$ cat config.mk
export PLATFORM = sky130hd
export DESIGN_NAME = shift_reg_univ
export DESIGN_NICKNAME = d
export VERILOG_FILES = /design/src/rtl/shift_reg_pkg.sv /design/src/rtl/shift_burst_ctrl.sv /design/src/rtl/shift_reg_univ.sv
export SDC_FILE = /design/constraint.sdc
export NUM_CORES = 1
export LEC_CHECK = 0
export ABC_AREA = 0
export BUFFER_PORTS_ARGS = -buffer_cell sky130_fd_sc_hd__buf_2
export CORE_UTILIZATION = 55
export DETAILED_ROUTE_END_ITERATION = 10
export PLACE_DENSITY = 0.79
export SYNTH_ARGS = -nofsm -noshare
export SYNTH_HDL_FRONTEND = slang
export SYNTH_SLANG_ARGS = --single-unit
$ cat constraint.sdc
create_clock -name clk -period 4.7 [get_ports clk]
set_input_delay 0.47 -clock clk [delete_from_list [all_inputs] [get_ports clk]]
set_output_delay 0.47 -clock clk [all_outputs]
set_load 0.01 [all_outputs]
$ cat src/rtl/shift_reg_pkg.sv
// Shared definitions for the universal shift register: mode encodings and burst states.
package shift_reg_pkg;

    localparam logic [2:0] MODE_HOLD  = 3'd0;
    localparam logic [2:0] MODE_LOAD  = 3'd1;
    localparam logic [2:0] MODE_SHL   = 3'd2;
    localparam logic [2:0] MODE_SHR   = 3'd3;
    localparam logic [2:0] MODE_ROTL  = 3'd4;
    localparam logic [2:0] MODE_ROTR  = 3'd5;
    localparam logic [2:0] MODE_CLEAR = 3'd6;

    typedef enum logic {
        IDLE  = 1'b0,
        BURST = 1'b1
    } burst_state_t;

    // Only shifts and rotates may be repeated as a burst.
    function automatic logic is_shift_mode(input logic [2:0] m);
        return (m == MODE_SHL) || (m == MODE_SHR) || (m == MODE_ROTL) || (m == MODE_ROTR);
    endfunction

endpackage

$ cat src/rtl/shift_burst_ctrl.sv
// Burst sequencer: latches mode and length on start, then issues one step per edge
// until the count runs out, finishing with a single-cycle done pulse.
module shift_burst_ctrl
    import shift_reg_pkg::*;
#(
    parameter int CNT_W = 4
) (
    input  logic             clk,
    input  logic             rst,
    input  logic             i_start,
    input  logic [CNT_W-1:0] i_nshift,
    input  logic [2:0]       i_mode,
    output logic             o_busy,
    output logic             o_done,
    output logic             o_step,
    output logic [2:0]       o_eff_mode
);

    burst_state_t     r_state, w_next_state;
    logic [CNT_W-1:0] r_cnt, w_next_cnt;
    logic [2:0]       r_mode, w_next_mode;
    logic             r_done, w_next_done;

    always_ff @(posedge clk or negedge rst) begin
        if (!rst) begin
            r_state <= IDLE;
            r_cnt   <= '0;
            r_mode  <= MODE_HOLD;
            r_done  <= 1'b0;
        end else begin
            r_state <= w_next_state;
            r_cnt   <= w_next_cnt;
            r_mode  <= w_next_mode;
            r_done  <= w_next_done;
        end
    end

    always_comb begin
        w_next_state = r_state;
        w_next_cnt   = r_cnt;
        w_next_mode  = r_mode;
        w_next_done  = 1'b0;
        case (r_state)
            IDLE: begin
                if (i_start) begin
                    w_next_mode = i_mode;
                    if (is_shift_mode(i_mode) && (i_nshift != '0)) begin
                        w_next_state = BURST;
                        w_next_cnt   = i_nshift;
                    end else begin
                        // Nothing to do: acknowledge immediately so callers never stall.
                        w_next_done = 1'b1;
                    end
                end
            end
            BURST: begin
                if (r_cnt <= CNT_W'(1)) begin
                    w_next_state = IDLE;
                    w_next_cnt   = '0;
                    w_next_done  = 1'b1;
                end else begin
                    w_next_cnt = r_cnt - CNT_W'(1);
                end
            end
            default: w_next_state = IDLE;
        endcase
    end

    assign o_busy     = (r_state == BURST);
    assign o_step     = (r_state == BURST);
    assign o_done     = r_done;
    assign o_eff_mode = r_mode;

endmodule

$ cat src/rtl/shift_reg_univ.sv
// Universal WIDTH-bit register: hold/load/shift/rotate/clear per cycle, plus
// counted shift/rotate bursts driven by shift_burst_ctrl.
module shift_reg_univ
    import shift_reg_pkg::*;
#(
    parameter int               WIDTH   = 8,
    parameter logic [WIDTH-1:0] RST_VAL = '0,
    parameter int               CNT_W   = 4
) (
    input  logic             clk,
    input  logic             rst,
    input  logic             en,
    input  logic [2:0]       mode,
    input  logic [WIDTH-1:0] D,
    input  logic             sin,
    input  logic             start,
    input  logic [CNT_W-1:0] nshift,
    output logic [WIDTH-1:0] Q,
    output logic             sout_l,
    output logic             sout_r,
    output logic             busy,
    output logic             done
);

    logic [WIDTH-1:0] r_q;
    logic [WIDTH-1:0] w_next_q;
    logic [2:0]       w_op;
    logic [2:0]       w_eff_mode;
    logic             w_step;
    logic             w_busy;
    logic             w_done;

    shift_burst_ctrl #(
        .CNT_W (CNT_W)
    ) u_ctrl (
        .clk        (clk),
        .rst        (rst),
        .i_start    (start),
        .i_nshift   (nshift),
        .i_mode     (mode),
        .o_busy     (w_busy),
        .o_done     (w_done),
        .o_step     (w_step),
        .o_eff_mode (w_eff_mode)
    );

    // A burst owns the datapath; in IDLE a start edge leaves Q untouched.
    always_comb begin
        w_op = MODE_HOLD;
        if (w_step) begin
            w_op = w_eff_mode;
        end else if (!w_busy && !start && en) begin
            w_op = mode;
        end
    end

    always_comb begin
        w_next_q = r_q;
        case (w_op)
            MODE_LOAD:  w_next_q = D;
            MODE_SHL:   w_next_q = {r_q[WIDTH-2:0], sin};
            MODE_SHR:   w_next_q = {sin, r_q[WIDTH-1:1]};
            MODE_ROTL:  w_next_q = {r_q[WIDTH-2:0], r_q[WIDTH-1]};
            MODE_ROTR:  w_next_q = {r_q[0], r_q[WIDTH-1:1]};
            MODE_CLEAR: w_next_q = RST_VAL;
            default:    w_next_q = r_q;
        endcase
    end

    always_ff @(posedge clk or negedge rst) begin
        if (!rst) begin
            r_q <= RST_VAL;
        end else begin
            r_q <= w_next_q;
        end
    end

    assign Q      = r_q;
    assign sout_l = r_q[WIDTH-1];
    assign sout_r = r_q[0];
    assign busy   = w_busy;
    assign done   = w_done;

endmodule

After elaboration in Yosys (flattened, before gate mapping)
Index checks and enable logic that the tools add are counted.

word-level totals
  register bits after elaboration = 17
  output and inout port bits = 12

operators by class
  $add $sub $neg = 1
  magnitude comparators = 1
  equal/unequal tests = 12
  multiplexer cells = 15
  bitwise operators = 1
  reduce and logical (&&, ||, !) cells = 12

operator list
  kind                                                                               count
  8-bit one-hot mux with 6 select lines                                              1
  3-bit == test (second input constant)                                              5
  3-bit by 2-bit == test with 1-bit output (second input constant)                   4
  4-bit 2-to-1 mux                                                                   3
  4-bit one-hot mux with 2 select lines                                              1
  1-bit 2-to-1 mux                                                                   6
  3-bit 2-to-1 mux                                                                   2
  6-bit nonzero test                                                                 1
  4-bit by 1-bit less-or-equal comparator with 1-bit output (second input constant)  1
  1-bit one-hot mux with 2 select lines                                              2
  2-bit AND reduction                                                                2
  4-bit nonzero test                                                                 1
  4-bit by 1-bit subtractor with 4-bit output (second input constant)                1
  3-bit by 1-bit == test with 1-bit output (second input constant)                   1
  1-bit logical AND                                                                  3
  1-bit logical OR                                                                   3
  1-bit logical NOT                                                                  2
  2-bit by 1-bit inequality test with 1-bit output (second input constant)           1
  2-bit inequality test (second input constant)                                      1
  1-bit inverter                                                                     1

Longest topological paths before layout
  depth after elaboration = 8
  depth in mapped cells = 8
  gate-level depth less buffers = 7

Hierarchy
From an unflattened synthesis, not the netlist that was laid out.

second synthesis, totals
  cell total of the unflattened synthesis = 111
  area, all modules = 1201.2 µm²

by module, submodules not included
  module            instances  cells each  area each (µm²)  seq. area each (µm²)
  shift_reg_univ    1          59          658.1            200.2
  shift_burst_ctrl  1          52          543.0            225.2

Worst setup path before layout
Ideal clock, no wire load.

  path type = register to register
  start = reg u_ctrl.r_state (netlist: u_ctrl.o_busy)
  end = reg r_q[0] (netlist: Q[0])
  setup time = 0.121 ns
  arrival time = 1.583 ns
  setup slack = 2.996 ns
  stages on the path, launching flop included = 8
  cell sequence = dfrtp_1 > buf_6 > nand4bb_4 > and2_4 > buf_6 > and4_4 > a211o_1 > a22o_1

on the way
  longest elaborated chain between the ends = 7
  elaborated cells between the ends (all ways) = 13

RTL lines
  item                                                                         RTL line                RTL
  start, declared                                                              shift_burst_ctrl.sv:19  burst_state_t r_state, w_next_state;
  start signal, assigned                                                       shift_burst_ctrl.sv:31  r_state <= w_next_state;
  1-bit logical NOT                                                            shift_reg_univ.sv:52    end else if (!w_busy && !start && en) begin
  1-bit logical AND (2 in a row)                                               shift_reg_univ.sv:52
  3-bit 2-to-1 mux                                                             shift_reg_univ.sv:52
  3-bit 2-to-1 mux *                                                           shift_reg_univ.sv:50    if (w_step) begin
  3-bit == test, or another cell as far along                                  shift_reg_univ.sv:59    case (w_op)
  8-bit one-hot mux with 6 select lines or 6-bit nonzero test (tied branches)  n/a
  end signal, assigned                                                         shift_reg_univ.sv:74    r_q <= w_next_q;
  end, declared                                                                shift_reg_univ.sv:25    logic [WIDTH-1:0] r_q;

Every way passes the cells marked *; elsewhere a longest branch is shown, timed or not.
A chain may end at the register's enable or synchronous reset.

Worst setup path after layout
Ends and elaborated chain as after synthesis.

==> summary.txt <==
Post-synth ARST share: 1.000
Final setup violating endpoints: 0
Reg2reg setup slack: 2.52 ns
Peak supply drop: 0.0004774 V
Root Driver: clkbuf_4
DP Worst Slack: 2.468 ns
Vias per cell: 5.659
Post-Route Setup TNS: 0 ns
Worst-path clk slew: 0.10 ns
R2R cell count: 5
Crit path DAT: 2.36 ns
# rows: 16
Cell variety after synth: 39
Max Cap Violations: 0
Seq pwr share: 0.319
Min-delay worst type: input pin to async pin
Startpoint types: flop
DRC violations left: 0
Pin count of the biggest net entering global routing: 22
Per-cell routed wire length: 13.46 um
Buf/Inv on CP: 0
Antenna viol nets, final: 0
Final Critical Period: 2.177 ns
H-Tree Depth: 1
Vias in the first global route: 886
IO buf count: 31
Share of post-route cells with drive strength above 1: 0.2774
Slowest library cell on the worst path: dfrtp_1
TritonCTS buffer count: 3
Critical path endpoint category: flop
PwrDens: 703.8 nW/um^2
CP peak stage delay: 0.73 ns
Clock Skew: 0.005776 ns
Die Height: 47.97 um
Worst slew pin tran: 0.8778 ns
Family with the most delay on the worst path: compound AO/OA/AOI/OAI gates
Maximum clock path buffer count: 2
Hold bufs inserted after CTS: 0
Int Pwr: 0.5051 mW
Area grow syn2layout: 13.45%
Final wirelength: 2.449 mm
Layout filler cell count: 171
Final Hold Violating Endpoints: 0
Core ar.: 1982 um^2
EDFF count, synth: 0
Clk network pwr share: 0.084
Sink Count: 17
RSZ-0062 raised after global routing: false
Post-CTS setup buffer count: 0
Post-route setup slack: 2.523 ns
FF-to-FF End: Q[0]
Warnings, synthesis: 0
Register area share after synthesis: 0.3660
Post-DP HPWL: 1.821 mm
Crit-path cells: nand2_1, o21ai_1, xnor2_1, a211o_1, a22o_1
Max-slew violations: 0
P_sw: 0.4231 mW
Crit path required time: 4.88 ns
Starting DRC count in detailed routing: 18
IO Count: 32
Die X: 47.97 um
GRT Util Overall: 0.2408
Most common cell after layout, fill and taps aside: buf_2
Post-synthesis register bit count: 17
Reg2reg start: u_ctrl.o_busy
RePlAce Congestion: 0.8103
Final #Nets: 178
Resized cells post-CTS: 0
Die area: 2301 um^2
Antenna diode count: 0
Starting density of the core: 0.5865
Crit Path Max Fanout: 19
Worst-skew pair later-pin latency: 0.28 ns
Ys flop type: dfrtp_1
Initial antenna violation count: 0
Peak clock frequency supported by timing: 459.3 MHz
Outcome: complete, no violations
Via count: 1030
Net Sw Frac: 0.4558
CTS tree: yes
Rel. slew slack: 0.4109
Post-Syn Area: 1162 um^2
Period utilization: 0.4632
Avg Inst Size Synth: 9.081 um^2
Congestion Overflow GR: 0
First-pass GRT wire length: 3.767 mm
Synthesized net count: 150
DR pass1 iterations: 4
Cell leakage power: 0.6620 nW
Crit path kind: flop to flop
Commonest non-fill, non-tap cells in the layout: 31 x buf_2, 17 x dfrtp_1, 17 x nand2_1
Comb power frac: 0.597
Instance count of the mapped netlist: 128
-- area by class of cell --
class                   count  area [um^2]  area share
flip-flops and latches     17        425.4      0.3226
well taps                  27        33.78     0.02562
repair buffers             32        162.7      0.1233
inverters                   2        7.507    0.005693
multi-input cells         100        663.1      0.5028
clock buffers               4        26.28     0.01992
-- worst max path at each step --
| stage | start | endpoint | slack [ns] | cells past startpoint |
|---|---|---|---|---|
| 2_1_floorplan | u_ctrl.o_busy | Q[0] | 3.00 | 7 |
| 3_3_place_gp | start | Q[0] | 2.53 | 6 |
| 3_5_place_dp | start | Q[0] | 2.47 | 6 |
| 4_1_cts | u_ctrl.o_busy | Q[0] | 2.55 | 4 |
| 5_1_grt | u_ctrl.o_busy | Q[0] | 2.37 | 5 |
| 6_report | u_ctrl.o_busy | Q[0] | 2.52 | 5 |
-- synth_stat cells, types with 3 or more instances --
| cell | count | area [um^2] |
|---|---|---|
| a211o_1 | 7 | 61.31 |
| a21oi_1 | 9 | 45.04 |
| buf_6 | 3 | 33.78 |
| dfrtp_1 | 17 | 425.4 |
| mux2i_1 | 7 | 70.07 |
| nand2_1 | 17 | 63.81 |
| nand3_1 | 8 | 40.04 |
| nand3b_1 | 3 | 22.52 |
| nor2_1 | 11 | 41.29 |
| o21ai_1 | 3 | 15.01 |
| xnor2_1 | 3 | 26.28 |
-- cell families after synthesis --
group	after synthesis	share of synthesized area
AO/OA/AOI/OAI	36	0.2282
adder cells (fa/ha/maj)	2	0.02153
buffers and inverters	11	0.06351
flip-flops	17	0.3660
AND/OR/NAND/NOR	52	0.2379
multiplexers	7	0.06028
XOR/XNOR	3	0.02261
-- stage by stage --
| step | hold WS (ns) | cells | area [um^2] | util | total power, mW |
|---|---|---|---|---|---|
| 2_1_floorplan | 0.1744 | 128 | 1162 | - | 0.7515 |
| 3_3_place_gp | 0.4101 | 178 | 1292 | 0.6521 | 0.8286 |
| 3_5_place_dp | 0.4115 | 178 | 1292 | 0.6521 | 0.8521 |
| 4_1_cts | 0.09310 | 182 | 1319 | 0.6654 | 0.9305 |
| 5_1_grt | 0.1152 | 182 | 1319 | 0.6654 | 1.013 |
| 6_report | 0.08961 | 182 | 1319 | 0.6654 | 0.9282 |
-- per-layer routing --
metal,track usage,vias to the layer above,part of all wire,routed length (um)
li1,-,516,-,-
met3,0.02264,2,0.040,99
met2,0.4081,29,0.51,1250
met1,0.3143,483,0.44,1076
met5,0,-,0,0
met4,0.1000,0,0.0094,23
-- worst register-to-register path: cells and delay by family, from the launching register on --
family	cells	cell delay, ns
AO/OA/AOI/OAI	3	1.00
flip-flops	1	0.73
AND/OR/NAND/NOR	1	0.17
XOR/XNOR	1	0.17
-- state kept, by name, indices dropped and copies added (netlist names) --
signal and count:
u_ctrl.o_eff_mode 3, u_ctrl.o_done 1, u_ctrl.r_cnt 4, Q 8
u_ctrl.o_busy 1
-- power by group through the flow --
stage | Clock, mW | Sequential (mW) | Combinational [mW]
finish | 0.0778 | 0.297 | 0.554
CTS | 0.0791 | 0.297 | 0.554
global placement | 0 | 0.296 | 0.533
detailed placement | 0 | 0.300 | 0.552
floorplan | 0 | 0.286 | 0.465
global route | 0.0829 | 0.310 | 0.621
No activity file was read; power rests on OpenSTA's default activity.
